==> src/rtl/seg7_pkg.sv <==
// Shared segment types and the hex-to-segment table for the 7-segment scanner.
package seg7_pkg;

    typedef logic [6:0] seg_t;

    localparam seg_t SEG_BLANK = 7'h7F;

    // {g,f,e,d,c,b,a}, active low, common anode
    localparam seg_t SEG_HEX [16] = '{
        7'h40, 7'h79, 7'h24, 7'h30,
        7'h19, 7'h12, 7'h02, 7'h78,
        7'h00, 7'h10, 7'h08, 7'h03,
        7'h46, 7'h21, 7'h06, 7'h0E
    };

    function automatic seg_t hex2seg(input logic [3:0] nib);
        return SEG_HEX[nib];
    endfunction

endpackage

==> src/rtl/seg7_hex_decoder.sv <==
// Combinational nibble to active-low segment pattern.
module seg7_hex_decoder
    import seg7_pkg::*;
(
    input  logic [3:0] nibble,
    output seg_t       seg
);

    assign seg = hex2seg(nibble);

endmodule

==> src/rtl/seg7_scan_controller.sv <==
// N-digit multiplexed 7-segment driver with leading-zero blanking.
// Define SEG7_DP_EN to add per-digit decimal point input dp and output dp_n.
module seg7_scan_controller
    import seg7_pkg::*;
#(
    parameter int DIGITS   = 4,
    parameter int SCAN_DIV = 50000
) (
    input  logic                  clk,
    input  logic                  rst_n,
    input  logic [4*DIGITS-1:0]   value,
    input  logic                  load,
    input  logic                  enable,
    input  logic                  lz_blank,
`ifdef SEG7_DP_EN
    input  logic [DIGITS-1:0]     dp,
    output logic                  dp_n,
`endif
    output seg_t                  seg_n,
    output logic [DIGITS-1:0]     an_n
);

    localparam int IW = (DIGITS > 1) ? $clog2(DIGITS) : 1;
    localparam int PW = $clog2(SCAN_DIV);
    localparam logic [PW-1:0] PRE_LAST = PW'(SCAN_DIV - 1);
    localparam logic [IW-1:0] IDX_LAST = IW'(DIGITS - 1);

    logic [PW-1:0]         presc_q, presc_d;
    logic [IW-1:0]         idx_q, idx_d;
    logic [4*DIGITS-1:0]   shadow_q, shadow_d;
    seg_t                  seg_q, seg_d;
    logic [DIGITS-1:0]     an_q, an_d;

    logic [DIGITS-1:0]     blank;
    logic                  zeros;
    logic                  cur_blank;
    logic [3:0]            nib;
    seg_t                  hex_seg;

    always_comb begin
        presc_d = presc_q + PW'(1);
        idx_d   = idx_q;
        if (presc_q == PRE_LAST) begin
            presc_d = '0;
            idx_d   = (idx_q == IDX_LAST) ? '0 : idx_q + IW'(1);
        end
    end

    assign shadow_d = load ? value : shadow_q;

    // Walk down from the top digit; a digit is blank while everything above it is zero
    always_comb begin
        zeros = 1'b1;
        blank = '0;
        for (int i = DIGITS - 1; i >= 0; i--) begin
            zeros = zeros & (shadow_q[4*i +: 4] == 4'h0);
            if (i > 0) begin
                blank[i] = lz_blank & zeros;
            end
        end
    end

    always_comb begin
        nib       = 4'h0;
        cur_blank = 1'b0;
        for (int i = 0; i < DIGITS; i++) begin
            if (idx_q == IW'(i)) begin
                nib       = shadow_q[4*i +: 4];
                cur_blank = blank[i];
            end
        end
    end

    seg7_hex_decoder u_dec (
        .nibble (nib),
        .seg    (hex_seg)
    );

    always_comb begin
        an_d  = '1;
        seg_d = SEG_BLANK;
        if (enable) begin
            for (int i = 0; i < DIGITS; i++) begin
                if (idx_q == IW'(i)) begin
                    an_d[i] = 1'b0;
                end
            end
            if (!cur_blank) begin
                seg_d = hex_seg;
            end
        end
    end

    always_ff @(posedge clk or negedge rst_n) begin
        if (!rst_n) begin
            presc_q  <= '0;
            idx_q    <= '0;
            shadow_q <= '0;
            seg_q    <= SEG_BLANK;
            an_q     <= '1;
        end else begin
            presc_q  <= presc_d;
            idx_q    <= idx_d;
            shadow_q <= shadow_d;
            seg_q    <= seg_d;
            an_q     <= an_d;
        end
    end

    assign seg_n = seg_q;
    assign an_n  = an_q;

`ifdef SEG7_DP_EN
    logic [DIGITS-1:0] dp_shadow_q, dp_shadow_d;
    logic              dp_q, dp_d;
    logic              dp_cur;

    assign dp_shadow_d = load ? dp : dp_shadow_q;

    always_comb begin
        dp_cur = 1'b0;
        for (int i = 0; i < DIGITS; i++) begin
            if (idx_q == IW'(i)) begin
                dp_cur = dp_shadow_q[i];
            end
        end
        dp_d = !(enable && !cur_blank && dp_cur);
    end

    always_ff @(posedge clk or negedge rst_n) begin
        if (!rst_n) begin
            dp_shadow_q <= '0;
            dp_q        <= 1'b1;
        end else begin
            dp_shadow_q <= dp_shadow_d;
            dp_q        <= dp_d;
        end
    end

    assign dp_n = dp_q;
`endif

endmodule

==> config.mk <==
export PLATFORM = sky130hd
export DESIGN_NAME = seg7_scan_controller
export DESIGN_NICKNAME = d
export VERILOG_FILES = /design/src/rtl/seg7_pkg.sv /design/src/rtl/seg7_hex_decoder.sv /design/src/rtl/seg7_scan_controller.sv
export SDC_FILE = /design/constraint.sdc
export NUM_CORES = 1
export LEC_CHECK = 0
export CELL_PAD_IN_SITES_DETAIL_PLACEMENT = 1
export CELL_PAD_IN_SITES_GLOBAL_PLACEMENT = 1
export CORE_MARGIN = 3
export CORE_UTILIZATION = 26
export DETAILED_ROUTE_END_ITERATION = 8
export PLACE_DENSITY_LB_ADDON = 0.1
export SYNTH_ARGS = -nofsm -noshare
export SYNTH_HDL_FRONTEND = slang
export SYNTH_SLANG_ARGS = --single-unit
export TNS_END_PERCENT = 20
==> constraint.sdc <==
create_clock -name clk -period 2.05 [get_ports clk]
set_input_delay 0.41 -clock clk [delete_from_list [all_inputs] [get_ports clk]]
set_output_delay 0.41 -clock clk [all_outputs]
set_load 0.02 [all_outputs]
# Yosys cells after proc, flatten, opt, wreduce, memory -nomap -nowiden
# Memories as Yosys holds them, arrays and structs flattened.
# Index checks and enable logic that the tools add are counted.
[totals]
reg_bits = 45
romBits = 112
in_bits = 21
output_inout_bits = 11
elab_cells = 41
memories = 1
[mem_list]
columns = ["name", "words", "word_bits", "read_ports", "rd_ports_with_merged_regs", "wr", "line", "source"]
rows = [
  ["(no name shown)", 16, 7, 1, 0, 0, "seg7_pkg.sv:17", "return SEG_HEX[nib];"],
]
[op_classes]
addsub = 2
magnitude_cmp = 1
eq_ne = 4
mux = 18
bitwise_logic = 6
n_reduce_logical = 4
[op_table]
columns = ["operator", "n"]
rows = [
  ["$mux W7", 4],
  ["$mux W4", 5],
  ["$add A16 B1 Y16 const B", 1],
  ["$eq A16 B16 Y1 const B", 1],
  ["$mux W16", 1],
  ["$logic_not A4 Y1", 3],
  ["$mux W1", 7],
  ["$and A1 B1 Y1", 5],
  ["$ge A5 B5 Y1 const B", 1],
  ["$not A4 Y5", 1],
  ["$eq A2 B2 Y1 const B", 2],
  ["$add A2 B1 Y2 const B", 1],
  ["$eq A2 B1 Y1 const B", 1],
  ["$logic_not A2 Y1", 1],
  ["$mux W2", 1],
]

# Longest topological paths before layout
# Gate-level depths: netlist of the first run.
[depth]
ltp_word = 11
ltp_mapped = 11
depth_no_buf = 11

# By module
# From an unflattened synthesis of the first run, not the netlist that was laid out.
[unflattened]
hier_cells = 200
hier_area_um2 = 2273.4
[modules_own_cells]
columns = ["module", "n_inst", "cells_per_inst", "area_per_inst_um2", "seq_area_each_um2"]
rows = [
  ["seg7_scan_controller", 1, 168, 1998.2, 1139.8],
  ["seg7_hex_decoder", 1, 32, 275.3, 0.0],
]

# Least setup slack after synthesis of the first run
# OpenSTA, ideal clock, no wires.
[synth_timing]
kind = "register -> register"
from = "reg idx_q[0]"
to = "reg seg_q[3], in the netlist seg_n[3]"
setup_ns = 0.099
arrival_ns = 2.117
required_time_ns = 1.951
slack_ns = -0.166
path_stages_with_launch = 10
path_buffers = 1
period_less_slack_ns = 2.216
path_cell_list = "dfrtp_1 ha_1 buf_2 nand3b_1 a221oi_1 inv_1 ha_1 nor2_1 a211oi_1 o21ai_0"
[synth_via]
elab_chain_len = 11
elab_cells_between_ends = 17
cone_classes = "3 x eq/ne; 11 x mux; 1 x bitwise; 1 x reduce/logical; 1 x memory"
[synth_rtl]
columns = ["element", "line", "source"]
rows = [
  ["from (decl)", "seg7_scan_controller.sv:29", "logic [IW-1:0] idx_q, idx_d;"],
  ["from (signal assigned)", "seg7_scan_controller.sv:103", "idx_q <= idx_d;"],
  ["$logic_not A2 Y1", "seg7_scan_controller.sv:67", "if (idx_q == IW'(i)) begin"],
  ["$mux W4 (4 in a row)", "seg7_scan_controller.sv:67", ""],
  ["$not A4 Y5 (implied by the code)", "seg7_pkg.sv:17", ""],
  ["$mem_v2 Z16 W7", "--", ""],
  ["$mux W7 (implied by the code) (2 in a row)", "seg7_pkg.sv:17", ""],
  ["$mux W7 *", "seg7_scan_controller.sv:88", "if (!cur_blank) begin"],
  ["$mux W7 *", "seg7_scan_controller.sv:82", "if (enable) begin"],
  ["net seg_d[3]", "seg7_scan_controller.sv:31", "seg_t seg_q, seg_d;"],
  ["to (signal assigned)", "seg7_scan_controller.sv:105", "seg_q <= seg_d;"],
  ["to (decl)", "seg7_scan_controller.sv:31", ""],
]
# The timed path passes the listed nets; every way through them passes the cells marked *. The select of a mux whose other input is x is not followed.
# A chain may end at the register's enable or synchronous reset.

# Worst setup path after layout of the first run
[layout_timing]
from = "reg idx_q[0]"
to = "reg seg_q[0], in the netlist seg_n[0]"
# The elaborated chain is that of the path after synthesis.

==> summary.txt, run 1 <==
Status
  – Status: completed

Route
  – DRC: 0
  – Vias: 1681
  – DR WL/cell: approximately 14 um
  – Routed vias/inst: about 4.6
  – Iteration count of the initial detailed-routing pass: 4
  – Final WL: ~5000 um
  – Antenna-violating nets left: 0
  – DR iter-0 viols: 38

CTS
  – CTS max path bufs: 2
  – Worst skew pair latency: approximately 300 ps
  – TritonCTS Sinks: 45
  – Number of H-tree levels: 2
  – Clk slew on worst S/H paths: approximately 90 ps
  – Root Buffer: clkbuf_8
  – Cts hold-fix bufs: 0
  – CTS tree: yes
  – Total CTS buffers: 5

Yosys
  – Synth cell types: 38
  – Top cells by area, synth: dfrtp_1 39%, dfstp_2 13%, mux2_2 7.2%
  – Top_reg_cell synth: dfrtp_1
  – Top cells by count, synth: 34 x dfrtp_1, 19 x nand2_1, 15 x nor2_1
  – Warnings from Yosys: 0
  – Syn Nets: about 230
  – FFs w/ async S/R, synth: between 90% and 100%
  – Sequential area share after synthesis: between 50 and 60%
  – Synth top area share: 38.7%
  – Mapped Area: 0.00220 sq mm
  – Synthesized flop and latch total: 45
  – Cell taking the most area after synthesis: dfrtp_1
  – Most common cell in the netlist: dfrtp_1
  – Average cell area after synthesis: ~11 sq um
  – Post-synth EDFFs: 0
  – Syn Inst Count: ~200

Setup path
  – Flop2flop setup slack: between 60 and 70 ps
  – Reg2Reg Depth: 9
  – CP Max Fanout: 4
  – CP Class: reg -> reg
  – Critical path origin: idx_q[0]
  – Worst R2R Start: idx_q[0]
  – CP Capture Type: flop
  – R2r endpoint: seg_n[0]
  – CP startpoint kind: flop
  – Worst EP required: about 2300 ps
  – Worst setup endpoint: seg_n[0]
  – Worst EP arrival: ~2200 ps

STA
  – Min Clock Period, post-route: 1990 ps
  – Setup Skew: approximately 9.7 ps
  – Worst rel slew slack: around 63%
  – Final Hold Viols: 0
  – F_max: between 500 and 600 MHz
  – Hold Slack: approximately 180 ps
  – Final setup violation count: 0
  – Setup repair after global routing missed its margin: true
  – Slew @ Worst Pin: approximately 560 ps
  – Crit share post-route: 97.0%
  – PnR worst setup slack: 62.5 ps
  – Max Slew Vio Count: 0

Global route
  – Tot GR Track Use: around 11%
  – Vias in the first global route: 1736
  – Pin count of the biggest net entering global routing: 46
  – Initial antenna violation count: 0
  – First-pass GRT wire length: around 8700 um
  – Total grt overflow: 0

Cells and area
  – Antenna Cells: 0
  – Fin cells: 363
  – Register area: 0.00114 sq mm
  – Filler instances: ~890
  – Area of the multi-input gates: about 0.0011 sq mm
  – Area Growth Syn to Fin: 41.2%
  – Finished Cell Area: 0.00311 sq mm
  – Share of cells above drive strength 1: between 30% and 40%
  – Final Net Count: between 200 and 300

Place
  – Routability congestion estimate: approximately 0.74
  – DP HPWL: 3740 um
  – Post-Place Cells: 347
  – Setup WS pre-CTS: -38.6 ps
  – Port bufs: 31
  – Placed cell areas: about 0.0027 sq mm

Floorplanning
  – Core box area: between 0.007 and 0.008 sq mm
  – Initial core utilization: roughly 28%
  – Die height: a little under 100 um
  – Ports: 32
  – Chip width: 98.0 um
  – Die area: 0.00960 sq mm
  – Cell Rows: 32

Min path
  – Worst Hold Class: in -> async

Pwr
  – PwrDens: roughly 680 mW/mm^2
  – Leak pwr: between 1 and 1.5 nW
  – Worst VDD drop: roughly 0.00025 V
  – Tot Pwr: roughly 2.1 mW

Flow run
  – Max_cap viols: 0
[how the worst min path moves through the flow]
stage                              end  cells after the start
after floorplan               idx_q[0]                      0
after global placement     presc_q[15]                      1
after detailed placement   presc_q[15]                      1
after CTS                 shadow_q[12]                      2
after global routing      shadow_q[10]                      2
final                     shadow_q[10]                      2
[logic make-up after synthesis]
| kind of cell | Yosys count | synth area share [%] |
|---|---|---|
| and+or+nand+nor | 72 | 16.6 |
| adders and majority gates | 11 | 6.26 |
| muxes | 16 | 8.08 |
| DFF | 45 | 51.8 |
| buffers and inverters | 15 | 3.24 |
| AOI/OAI and AO/OA | 29 | 8.87 |
| xor gates and xnor gates | 13 | 5.18 |
[worst max-delay path: stages, from the launching register on]
cell      delay (ps)
dfrtp_2          480
ha_4             200
buf_4            130
a211oi_2         300
a221oi_4         110
buf_4            160
ha_2             190
buf_4            140
a21oi_1          120
o21ai_1           80
[placed cells by master, fill, tap and decap left out, drive strengths merged, types with 8 or more instances in the layout]
cell type and n:
dfrtp 34, clkdlybuf4s50 30, buf 29, nand2 20, nor2 15, mux2 14
dfstp 11, ha 11, nand3 9, o21ai 9, inv 8
[routing by layer]
layer  wire length [um]  global-route usage (%)
met5                  0                       0
met4                 51                    2.88
met3                221                    2.86
met2               2320                    17.0
met1               2560                    15.8
[area by class of cell]
class	instances	area share, %
inverters	8	1.05
flip-flops and latches	45	36.7
repair buffers	59	17.3
well taps	102	4.11
multi-input cells	141	36.5
clock buffers	5	2.22
clock inverters	3	2.09
[flip-flops by register name (all words and copies together), names as in the netlist]
| signal | flops |
|---|---|
| presc_q | 16 |
| shadow_q | 16 |
| seg_n | 7 |
| an_n | 4 |
| idx_q | 2 |
[where the power goes]
group / internal [mW] / switching (mW) / total (mW)
combinational: 0.177 / 0.157 / 0.334
sequential: 0.949 / 0.0335 / 0.982
clock: 0.484 / 0.309 / 0.794
[repair_timing]
action / CTS / global route
endpoints found under the setup margin: 6 / 7
pin swaps: 2 / 13
gates cloned: 1 / 0
resized for setup: 9 / 30
setup buffers: 3 / 4
[metrics by stage]
step,util (%),TNS (ps)
final,39.0,0
after global placement,34.5,-96.3
after floorplan,-,-17.9
after detailed placement,34.5,-99.8
after global routing,39.0,-53.0
after CTS,37.0,0
Note: power is estimated with default switching activity, not from simulation.
==> inputs of run 2 (changes only) <==
clock period = 2 ns   (was 2.05 ns; I/O delays follow)
==> summary.txt, run 2 (same netlist as run 1, synthesis figures left out) <==
CTS
  – Number of H-tree levels: 2 (unchanged)
  – Root Buffer: clkbuf_8 (unchanged)
  – TritonCTS Sinks: 45 (unchanged)
  – Clk slew on worst S/H paths: 90 ps (about the same)
  – CTS tree: yes (unchanged)
  – Worst skew pair latency: 290 ps (was 300 ps)
  – CTS max path bufs: 2 (unchanged)
  – Total CTS buffers: 5 (unchanged)
  – Cts hold-fix bufs: 0 (unchanged)

Route
  – Antenna-violating nets left: 0 (unchanged)
  – DR WL/cell: 14.9 um (was 14.2 um)
  – Final WL: 5390 um (was 5150 um)
  – DRC: 0 (unchanged)
  – Vias: 1653 (was 1681)
  – DR iter-0 viols: 36 (was 38)
  – Routed vias/inst: 4.58 (was 4.63)
  – Iteration count of the initial detailed-routing pass: 4 (unchanged)

Global route
  – First-pass GRT wire length: 8630 um (was 8720 um)
  – Vias in the first global route: 1681 (was 1736)
  – Pin count of the biggest net entering global routing: 23 (was 46)
  – Tot GR Track Use: 11.2% (about the same)
  – Initial antenna violation count: 0 (unchanged)
  – Total grt overflow: 0 (unchanged)

STA
  – Setup Skew: 9.14 ps (was 9.71 ps)
  – Max Slew Vio Count: 0 (unchanged)
  – Worst rel slew slack: 63.3% (was 62.5%)
  – PnR worst setup slack: -27.9 ps (was 62.5 ps)
  – Min Clock Period, post-route: 2030 ps (was 1990 ps)
  – F_max: 493 MHz (was 503 MHz)
  – Final setup violation count: 1 (was 0)
  – Crit share post-route: 101% (was 97.0%)
  – Setup repair after global routing missed its margin: true (unchanged)
  – Hold Slack: 81.5 ps (was 183 ps)
  – Setup TNS: -27.9 ps (was 0 ps)
  – Slew @ Worst Pin: 550 ps (was 562 ps)
  – Final Hold Viols: 0 (unchanged)

Cells and area
  – Commonest non-fill, non-tap cells in the layout: 33 x dfrtp_1, 30 x clkdlybuf4s50_1, 20 x buf_4 (was 33 x dfrtp_1, 30 x clkdlybuf4s50_1, 23 x buf_4)
  – Final Net Count: 290 (was 292)
  – Area Growth Syn to Fin: 38.5% (was 41.2%)
  – Most common cell after layout, fill and taps aside: dfrtp_1 (unchanged)
  – Antenna Cells: 0 (unchanged)
  – Finished Cell Area: 0.00305 sq mm (was 0.00311 sq mm)
  – Share of cells above drive strength 1: 34.0% (was 35.2%)

Setup path
  – Worst path bufs/invs: 3 (unchanged)
  – Sequence of cells on the critical path: inv_2 -> ha_4 -> buf_6 -> nand3b_1 -> a311oi_4 -> buf_6 -> mux2i_2 -> o221ai_1 (was ha_4 -> buf_4 -> a211oi_2 -> a221oi_4 -> buf_4 -> ha_2 -> buf_4 -> a21oi_1 -> o21ai_1)
  – CP startpoint kind: flop (unchanged)
  – Max stage delay cell, worst path: dfrtp_1 (was dfrtp_2)
  – Worst EP arrival: 2240 ps (was 2210 ps)
  – Max stage delay on crit path: 420 ps (was 480 ps)
  – Worst EP required: 2220 ps (was 2270 ps)
  – CP Max Fanout: 8 (was 4)
  – CP Capture Type: flop (unchanged)
  – Critical path's most frequent cell: buf_6 (was buf_4)
  – CP top delay family: compound AO/OA/AOI/OAI gates (unchanged)
  – CP Class: reg -> reg (unchanged)

Floorplanning
  – Initial core utilization: 27.6% (unchanged)
  – Core box area: 0.00797 sq mm (unchanged)
  – Cell Rows: 32 (unchanged)
  – Chip width: 98.0 um (unchanged)
  – Die area: 0.00960 sq mm (unchanged)
  – Ports: 32 (unchanged)
  – Die height: 98.0 um (unchanged)

Status
  – Failing checks: negative setup slack
  – Status: finished, violations left (was completed)

Place
  – DP HPWL: 3880 um (was 3740 um)
  – Routability congestion estimate: 0.731 (was 0.742)
  – Placed cell areas: 0.00279 sq mm (was 0.00275 sq mm)
  – Port bufs: 31 (unchanged)

Pwr
  – PwrDens: 637 mW/mm^2 (was 679 mW/mm^2)
  – Tot Pwr: 1.94 mW (was 2.11 mW)
  – Leak pwr: 1.24 nW (was 1.27 nW)
  – Worst VDD drop: 0.000288 V (was 0.000254 V)

Min path
  – Worst Hold Class: in -> async (unchanged)

Flow run
  – Max_cap viols: 0 (unchanged)
[run 2: layout make-up]
class / instances / area (sq um)
Fill cell: 889 / 4920
Clock buffer: 8 / 90.1
Timing Repair Buffer: 57 / 541
Multi-Input combinational cell: 141 / 1110
Tap cell: 102 / 128
Inverter: 8 / 35.0
Sequential cell: 45 / 1140
[run 2: worst reg2reg max path: stages, from the launching register on]
cell,delay [ps]
dfrtp_1,420
inv_2,80
ha_4,170
buf_6,130
nand3b_1,210
a311oi_4,360
buf_6,190
mux2i_2,260
o221ai_1,130
[run 2: repair_timing]
action / 4_1_cts / 5_1_grt
pin swaps: 3 / 14
gates cloned: 1 / 0
setup buffers: 2 / 3
endpoints found under the hold margin: 0 / 0
endpoints found under the setup margin: 7 / 7
resized for setup: 11 / 24
[run 2: final timing paths]
check / from / slack [ps] / depth (start not counted) / end
max in group asynchronous: rst_n / 1250 / 2 / an_n[1]
worst min register to register: presc_q[0] / 490 / 1 / presc_q[0]
min in group clk: presc_q[0] / 490 / 1 / presc_q[0]
worst max-delay path: idx_q[1] / -30 / 8 / seg_n[4]
worst max register to register: idx_q[1] / -30 / 8 / seg_n[4]
worst min-delay path: rst_n / 80 / 1 / shadow_q[11]
[run 2: through the flow]
| stage | setup slack [ps] | std cells | utilization, % |
|---|---|---|---|
| 2_1_floorplan | -16.5 | 201 | - |
| 3_3_place_gp | -92.0 | 347 | 35.0 |
| 3_5_place_dp | -180 | 347 | 35.0 |
| 4_1_cts | 0.255 | 358 | 37.0 |
| 5_1_grt | -112 | 361 | 38.2 |
| 6_report | -27.9 | 361 | 38.2 |
[run 2: per-layer routing]
metal / share of wire, % / track usage [%]
met3: 2.9 / 2.57
met4: 0.96 / 3.19
met5: 0 / 0
met2: 43 / 15.2
met1: 53 / 17.5
[run 2: report_power, final]
part | internal (mW) | total (mW) | switching (mW)
registers | 0.972 | 1.00 | 0.0315
clock network | 0.283 | 0.593 | 0.311
logic | 0.181 | 0.344 | 0.163
